File: src/rtl/cpu_pkg.sv
// -----------------------------------------------------------------------------
// cpu_pkg
// Shared definitions for the pipelined LEGv8 CPU stage boundaries.
//   - Payload widths of each inter-stage register (IF/ID, ID/EX, EX/MEM, MEM/WB)
//   - Bubble (no-op) payload per stage; all-zero decodes as no-op/no-write
//   - Default width of the stage performance counters
//   - Occupancy encoding of a pipeline stage register
// -----------------------------------------------------------------------------
package cpu_pkg;

  // PC (64) + instruction (32)
  localparam int IF_ID_W  = 96;
  // PC, read data 1/2, sign-extended immediate (4 x 64), rd (5), opcode (11), control (10)
  localparam int ID_EX_W  = 282;
  // branch target, ALU result, store data (3 x 64), rd (5), zero flag (1), control (6)
  localparam int EX_MEM_W = 204;
  // load data, ALU result (2 x 64), rd (5), control (2)
  localparam int MEM_WB_W = 135;

  localparam int COUNT_W_DEF = 32;

  localparam logic [IF_ID_W-1:0]  IF_ID_BUBBLE  = '0;
  localparam logic [ID_EX_W-1:0]  ID_EX_BUBBLE  = '0;
  localparam logic [EX_MEM_W-1:0] EX_MEM_BUBBLE = '0;
  localparam logic [MEM_WB_W-1:0] MEM_WB_BUBBLE = '0;

  // Number of payloads held by a stage register.
  typedef enum logic [1:0] {
    OCC_EMPTY = 2'd0,
    OCC_ONE   = 2'd1,
    OCC_FULL  = 2'd2
  } occ_e;

endpackage

File: src/rtl/sat_counter.sv
// -----------------------------------------------------------------------------
// sat_counter
// Free-running event counter that increments by one on each cycle with inc=1
// and sticks at its all-ones value instead of wrapping. Cleared only by reset.
// Ports:
//   clock    in   rising-edge clock
//   reset_n  in   asynchronous active-low reset
//   inc      in   count this cycle
//   count    out  COUNT_W  current count (registered)
// -----------------------------------------------------------------------------
module sat_counter #(
  parameter int COUNT_W = 32
) (
  input  logic               clock,
  input  logic               reset_n,
  input  logic               inc,
  output logic [COUNT_W-1:0] count
);

  logic [COUNT_W-1:0] count_q;
  logic [COUNT_W-1:0] count_d;

  always_comb begin
    count_d = count_q;
    if (inc && (count_q != {COUNT_W{1'b1}})) begin
      count_d = count_q + COUNT_W'(1);
    end
  end

  always_ff @(posedge clock or negedge reset_n) begin
    if (!reset_n) begin
      count_q <= '0;
    end else begin
      count_q <= count_d;
    end
  end

  assign count = count_q;

endmodule

File: src/rtl/pipe_stage_reg.sv
// -----------------------------------------------------------------------------
// pipe_stage_reg
// Valid/ready pipeline register used at every inter-stage boundary of the
// LEGv8 pipeline. Holds up to two payloads (MAIN drives out_data, SKID catches
// the payload that was already in flight when downstream stalled), so in_ready
// can be a plain flop with no combinational path from out_ready. A synchronous
// flush squashes everything held and forces the bubble payload onto out_data.
// Ports:
//   clock        in   rising-edge clock
//   reset_n      in   asynchronous active-low reset
//   in_valid     in   upstream payload valid
//   in_ready     out  stage accepts a payload this cycle (registered)
//   in_data      in   DATA_W upstream payload
//   flush        in   squash all held entries (branch taken / jump)
//   out_valid    out  out_data holds a valid payload
//   out_ready    in   downstream accepts; held low to stall
//   out_data     out  DATA_W payload to downstream (registered, BUBBLE when empty)
//   occupancy    out  2  number of held entries, 0..2
//   stall_count  out  COUNT_W  cycles with out_valid=1 and out_ready=0 (saturating)
//   flush_count  out  COUNT_W  cycles with flush=1 and occupancy>0 (saturating)
// -----------------------------------------------------------------------------
module pipe_stage_reg
  import cpu_pkg::*;
#(
  parameter int                DATA_W  = IF_ID_W,
  parameter int                COUNT_W = COUNT_W_DEF,
  parameter logic [DATA_W-1:0] BUBBLE  = '0
) (
  input  logic               clock,
  input  logic               reset_n,
  input  logic               in_valid,
  output logic               in_ready,
  input  logic [DATA_W-1:0]  in_data,
  input  logic               flush,
  output logic               out_valid,
  input  logic               out_ready,
  output logic [DATA_W-1:0]  out_data,
  output logic [1:0]         occupancy,
  output logic [COUNT_W-1:0] stall_count,
  output logic [COUNT_W-1:0] flush_count
);

  occ_e              occ_q, occ_d;
  logic [DATA_W-1:0] main_q, main_d;
  logic [DATA_W-1:0] skid_q, skid_d;
  logic              in_ready_q, in_ready_d;

  logic              held;
  logic              in_fire;
  logic              out_fire;
  logic              stall_inc;
  logic              flush_inc;

  assign held      = (occ_q != OCC_EMPTY);
  assign in_fire   = in_valid & in_ready_q;
  assign out_fire  = held & out_ready;
  assign stall_inc = held & ~out_ready;
  assign flush_inc = flush & held;

  // State register
  always_ff @(posedge clock or negedge reset_n) begin
    if (!reset_n) begin
      occ_q      <= OCC_EMPTY;
      main_q     <= BUBBLE;
      skid_q     <= BUBBLE;
      in_ready_q <= 1'b1;
    end else begin
      occ_q      <= occ_d;
      main_q     <= main_d;
      skid_q     <= skid_d;
      in_ready_q <= in_ready_d;
    end
  end

  // Next-state logic
  always_comb begin
    occ_d  = occ_q;
    main_d = main_q;
    skid_d = skid_q;
    if (flush) begin
      // A same-cycle out_fire has already been consumed downstream; a
      // same-cycle in_fire is dropped along with everything held.
      occ_d  = OCC_EMPTY;
      main_d = BUBBLE;
      skid_d = BUBBLE;
    end else begin
      unique case (occ_q)
        OCC_EMPTY: begin
          if (in_fire) begin
            occ_d  = OCC_ONE;
            main_d = in_data;
          end
        end
        OCC_ONE: begin
          if (in_fire && out_fire) begin
            main_d = in_data;
          end else if (in_fire) begin
            occ_d  = OCC_FULL;
            skid_d = in_data;
          end else if (out_fire) begin
            // Empty stage must present a no-op to downstream decode.
            occ_d  = OCC_EMPTY;
            main_d = BUBBLE;
          end
        end
        OCC_FULL: begin
          // in_ready is low here, so only the drain path exists.
          if (out_fire) begin
            occ_d  = OCC_ONE;
            main_d = skid_q;
            skid_d = BUBBLE;
          end
        end
        default: begin
          occ_d  = OCC_EMPTY;
          main_d = BUBBLE;
          skid_d = BUBBLE;
        end
      endcase
    end
    // Decided from the next state only, so out_ready never reaches in_ready
    // combinationally.
    in_ready_d = (occ_d != OCC_FULL);
  end

  // Output logic
  always_comb begin
    in_ready  = in_ready_q;
    out_valid = held;
    out_data  = main_q;
    occupancy = occ_q;
  end

  sat_counter #(
    .COUNT_W (COUNT_W)
  ) u_stall_cnt (
    .clock   (clock),
    .reset_n (reset_n),
    .inc     (stall_inc),
    .count   (stall_count)
  );

  sat_counter #(
    .COUNT_W (COUNT_W)
  ) u_flush_cnt (
    .clock   (clock),
    .reset_n (reset_n),
    .inc     (flush_inc),
    .count   (flush_count)
  );

endmodule
File: config.mk
export PLATFORM = sky130hd
export DESIGN_NAME = pipe_stage_reg
export DESIGN_NICKNAME = d
export VERILOG_FILES = /design/src/rtl/cpu_pkg.sv /design/src/rtl/sat_counter.sv /design/src/rtl/pipe_stage_reg.sv
export SDC_FILE = /design/constraint.sdc
export NUM_CORES = 1
export LEC_CHECK = 0
export CAP_MARGIN = 20
export CORE_MARGIN = 8
export CORE_UTILIZATION = 46
export DETAILED_ROUTE_END_ITERATION = 10
export PLACE_DENSITY = 0.87
export SETUP_SLACK_MARGIN = 0.4
export SLEW_MARGIN = 15
export SYNTH_ARGS = -nofsm -noshare
export SYNTH_HDL_FRONTEND = slang
export SYNTH_SLANG_ARGS = --single-unit
File: constraint.sdc
create_clock -name clock -period 1.9 [get_ports clock]
set_input_delay 0.38 -clock clock [delete_from_list [all_inputs] [get_ports clock]]
set_output_delay 0.38 -clock clock [all_outputs]
set_load 0.1 [all_outputs]
==> metrics.yaml, run 1 <==
global_route:
  antenna_found_initial: 19
  grt_util_all_layers_pct: 72.9
  grt_start_max_net_pins: 52
  gr-total-overflow: 147
clock_network:
  cts_root_buf: "clkbuf_16"
  htree_levels: 1
  clock-sinks: 259
  cts_buffers: 27
  cts_buffer_depth: 3
placed_design:
  dpl_worst_slack_ns: -0.308
  numPortBuffers: 264
  dpl.hpwl_mm: 28.7
  gp_congestion: 0.855
floorplan:
  io_pins: 265
  initial_core_util_pct: 46.3
  die_h_um: 180
  rows: 60
  die_w_um: 180
yosys:
  ys_seq_area_share_pct: 52.7
  yosysWarnings: 0
  syn_nets: 1368
  async_reset_ff_share_pct: 100
  synth_area_per_cell_um2: 9.72
  synth-edff-count: 0
  syn-cell-area_mm2: 0.0123
  syn_inst: 1265
  synth.ff_latch_count: 259
  synth-main-ff-cell: "dfrtp_1"
  yosysUniqueCellTypes: 50
timing:
  worst-ep-kind: "register data pin"
  grt_worst_setup_endpoint: "u_stall_cnt.count[1]$_DFFE_PN0P_/D"
status:
  status: "did not finish"
  error: "[ERROR GRT-0232] Routing congestion too high. Check the congestion heatmap in the GUI."
  haltStage: "global routing"
cells in the mapped netlist, types with 3 or more instances:
master / instances / area, um2
dfrtp_1: 258 / 6460
inv_1: 6 / 22.5
nor4_1: 9 / 56.3
nand2_1: 222 / 833
clkbuf_1: 64 / 240
nor3_1: 10 / 50.1
and2_1: 3 / 18.8
nand4_1: 20 / 125
nor2_1: 116 / 435
nand3_1: 26 / 130
a21oi_1: 97 / 485
xor2_1: 27 / 236
and4_1: 8 / 70.1
buf_2: 16 / 80.1
mux2i_1: 96 / 961
o2bb2ai_1: 96 / 841
buf_1: 10 / 37.5
and3_1: 13 / 81.3
o21ai_0: 98 / 490
xnor2_1: 35 / 307
cells by family after synthesis:
group / count (synthesis) / synth area share [%]
adder cells (fa/ha/maj): 2 / 0.203
buffers and inverters: 97 / 3.18
AND/OR/NAND/NOR: 443 / 15.7
flip-flops: 259 / 52.7
XOR/XNOR: 62 / 4.41
multiplexers: 98 / 8.02
AO/OA/AOI/OAI: 304 / 15.7
routing by layer:
metal,GRT usage (%),overflow
met1,69.0,2
met2,89.6,81
met3,61.0,5
met4,78.4,59
met5,15.4,0
stage by stage:
stage / hold WS (ns) / std cells / cell area [um2]
floorplan: 0.0844 / 1265 / 14100
global placement: 0.337 / 1882 / 19000
detailed placement: 0.333 / 1882 / 19000
CTS: 0.384 / 2078 / 23300
repair_timing:
item / 4_1_cts
setup buffers: 100
gates cloned: 45
hold buffers: 1
pin swaps: 83
resized for setup: 332
hold endpoints to repair: 35
endpoints found under the setup margin: 420
==> run 2: changes to the inputs <==
--- a/config.mk
+++ b/config.mk
@@ -7,10 +7,9 @@
 export LEC_CHECK = 0
 export CAP_MARGIN = 20
 export CORE_MARGIN = 8
-export CORE_UTILIZATION = 46
+export CORE_UTILIZATION = 40
 export DETAILED_ROUTE_END_ITERATION = 10
-export PLACE_DENSITY = 0.87
-export SETUP_SLACK_MARGIN = 0.4
+export PLACE_DENSITY_LB_ADDON = 0.15
 export SLEW_MARGIN = 15
 export SYNTH_ARGS = -nofsm -noshare
 export SYNTH_HDL_FRONTEND = slang
==> constraint.sdc (replaced) <==
create_clock -name clock -period 2.47 [get_ports clock]
set_input_delay 0.494 -clock clock [delete_from_list [all_inputs] [get_ports clock]]
set_output_delay 0.494 -clock clock [all_outputs]
set_load 0.1 [all_outputs]
==> metrics.yaml, run 2 <==
yosys:
  yosysTopAreaCell: "dfrtp_1"
  synth-edff-count: 0
  yosysUniqueCellTypes: 50
  synth_top_area_share_pct: 52.5
  yosysWarnings: 0
  async_reset_ff_share_pct: 100
  netlist_top_cells_count: "dfrtp_1 (258), nand2_1 (222), nor2_1 (116)"
  ys_seq_area_share_pct: 52.7
  synth.ff_latch_count: 259
  yosysMostFrequentCell: "dfrtp_1"
  syn_nets: 1368
  synth_area_per_cell_um2: 9.72
  syn-cell-area_mm2: 0.0123
  syn_inst: 1265
  synth_area_leaders: "dfrtp_1 (52%), mux2i_1 (7.8%), o2bb2ai_1 (6.8%)"
  synth-main-ff-cell: "dfrtp_1"
worst_setup_path:
  worstPathRequired_ns: 2.89
  start_kind: "flop"
  cp.arrival_ns: 2.62
  crit_fanout: 20
  critical_path.endpoint_type: "flop"
  criticalPathCategory: "flop to flop"
final_layout:
  instances_no_fill: 1927
  drive_above_1_share_pct: 19.1
  layout.nets: 1611
  diodes: 0
  synthToLayoutAreaGrowth_pct: 32.4
  n_fill_cell: 2773
  multi_input_area_mm2: 0.00547
  layout_common_cells: "dfrtp_1 (231), nand2_1 (222), buf_4 (182), nor2_1 (114), clkdlybuf4s50_1 (99)"
  layout_commonest_cell: "dfrtp_1"
  seq_area_mm2: 0.00652
detailed_routing:
  first_pass_iters: 5
  drc_errors: 0
  wl_per_cell_um: 18.4
  wirelength_mm: 35.4
  viasPerCell: 5.29
  ant_nets: 0
  drtIter0Drc: 665
  num_vias: 10200
timing:
  worstMarginPinSlew_ns: 0.744
  fin_crit_sh_pct: 89.1
  fin_crit_ns: 2.20
  rsz0062_at_grt: "false"
  max_freq_mhz: 454
  setup_viol: 0
  finalHoldViolCount: 0
  fin_worst_skew_ns: 0.0113
  maxSlewHeadroom_pct: 50.4
  drv_slew: 0
floorplan:
  rows: 64
  core-area_mm2: 0.0304
  io_pins: 265
  initial_core_util_pct: 40.4
  dieArea_mm2: 0.0366
  die_h_um: 191
  die_w_um: 191
placed_design:
  dp_cells: 1871
  dpl.hpwl_mm: 23.1
  numPortBuffers: 264
  gp_congestion: 0.810
status:
  status: "finished clean"
global_route:
  grt_util_all_layers_pct: 19.2
  grt_pass1_vias: 10200
  grt_pass1_wl_mm: 57.5
  gr-total-overflow: 0
  grt_start_max_net_pins: 111
  antenna_found_initial: 2
power_and_ir_drop:
  ir_worst_vdd_uv: 462
  powerDensity_mw_per_mm2: 767
  p_int_uw: 8100
  power_frac_comb_pct: 25.6
  switching_share_pct: 35.1
  power_frac_clock_pct: 36.1
  p_sw_uw: 4390
  seqPwrFrac_pct: 38.4
  power_uw: 12500
  power.leakage_uw: 0.00708
clock_network:
  post_cts.repair.setup_buffers: 0
  htree_levels: 1
  clock-sinks: 259
  cts_tree: "built"
  cts_root_buf: "clkbuf_16"
  cts_buffers: 30
  clkSlewWorstSetupHoldPaths_ns: 0.06
  clkLatencyLatePin_ns: 0.55
  cts_buffer_depth: 3
run:
  cap_violations: 0
min_path:
  hold_path.class: "primary input to async pin"
run 2: cell counts after synthesis:
No cell type changed its count.
run 2: cells by family (layout without fill, tap and decap cells):
| family | after synthesis | count (layout) | share of synthesized area [%] |
|---|---|---|---|
| AND/OR/NAND/NOR | 443 | 443 | 15.7 |
| AO/OA/AOI/OAI | 304 | 304 | 15.7 |
| flip-flops | 259 | 259 | 52.7 |
| multiplexers | 98 | 98 | 8.02 |
| buffers and inverters | 97 | 363 | 3.18 |
| XOR/XNOR | 62 | 62 | 4.41 |
| adder cells (fa/ha/maj) | 2 | 2 | 0.203 |
run 2: cell type report:
| class | instances | share of cell area (%) |
|---|---|---|
| Tap cell | 396 | 3.04 |
| Multi-Input combinational cell | 909 | 33.6 |
| Sequential cell | 259 | 40.0 |
| Inverter | 6 | 0.138 |
| Timing Repair Buffer | 302 | 17.0 |
| Clock buffer | 50 | 5.94 |
| Clock inverter | 5 | 0.330 |
run 2: worst max-delay path: stages (launching register included):
cell and delay, ns:
dfrtp_2 0.41, ha_1 0.21, nand2_1 0.11, or4_4 0.54
o31a_1 0.35, buf_12 0.17, mux2_4 0.29
run 2: power by group through the flow:
stage          registers (uW)  clock network (uW)  logic (uW)
2_1_floorplan            6280                   0         745
3_3_place_gp             4860                   0        3200
3_5_place_dp             4860                   0        3220
4_1_cts                  4790                4620        3230
5_1_grt                  4830                4780        3390
6_report                 4790                4500        3200
run 2: path summary, 6_finish.rpt:
kind	start	endpoint	cells past startpoint	slack (ns)
hold reg to reg	u_stall_cnt.count[6]	u_stall_cnt.count[6]	1	0.48
setup reg to reg	u_stall_cnt.count[0]	u_stall_cnt.count[1]	6	0.27
setup / recovery	u_stall_cnt.count[0]	u_stall_cnt.count[1]	6	0.27
min in group clock	u_stall_cnt.count[6]	u_stall_cnt.count[6]	1	0.48
max in group asynchronous	reset_n	u_stall_cnt.count[2]	3	1.24
hold / removal	reset_n	u_stall_cnt.count[23]	2	0.47
run 2: stage by stage:
stage / setup TNS (ns) / worst slack (ns) / utilization (%) / hold WS [ns] / instance area, um2
2_1_floorplan: -0.0133 / -0.0133 / - / 0.198 / 12300
3_3_place_gp: 0 / 0.110 / 50.2 / 0.433 / 15300
3_5_place_dp: 0 / 0.0820 / 50.2 / 0.433 / 15300
4_1_cts: 0 / 0.277 / 53.5 / 0.454 / 16300
5_1_grt: 0 / 0.0915 / 53.5 / 0.496 / 16300
6_report: 0 / 0.269 / 53.5 / 0.466 / 16300
run 2: layer usage:
metal  up-vias  wire, um  GRT usage [%]
li1       4924         -              -
met1      4948     16600           26.5
met2       264     15900           30.6
met3        52      2220           4.03
met4         4       681           4.41
met5         -        22              0
run 2: what timing repair did:
action | in CTS | in global routing
setup endpoints to repair | 0 | 0
resized for setup | 0 | 0
hold buffers | 1 | 0
hold endpoints to repair | 43 | 0
Power figures use the tool's default switching activity.
==> run 3: changes to the inputs <==
--- a/config.mk
+++ b/config.mk
@@ -5,7 +5,7 @@
 export SDC_FILE = /design/constraint.sdc
 export NUM_CORES = 1
 export LEC_CHECK = 0
-export CAP_MARGIN = 20
+export CAP_MARGIN = 5
 export CORE_MARGIN = 8
 export CORE_UTILIZATION = 40
 export DETAILED_ROUTE_END_ITERATION = 10
==> results of run 3 <==
No change in the layout: final DEF, timing and power equal those of run 2.
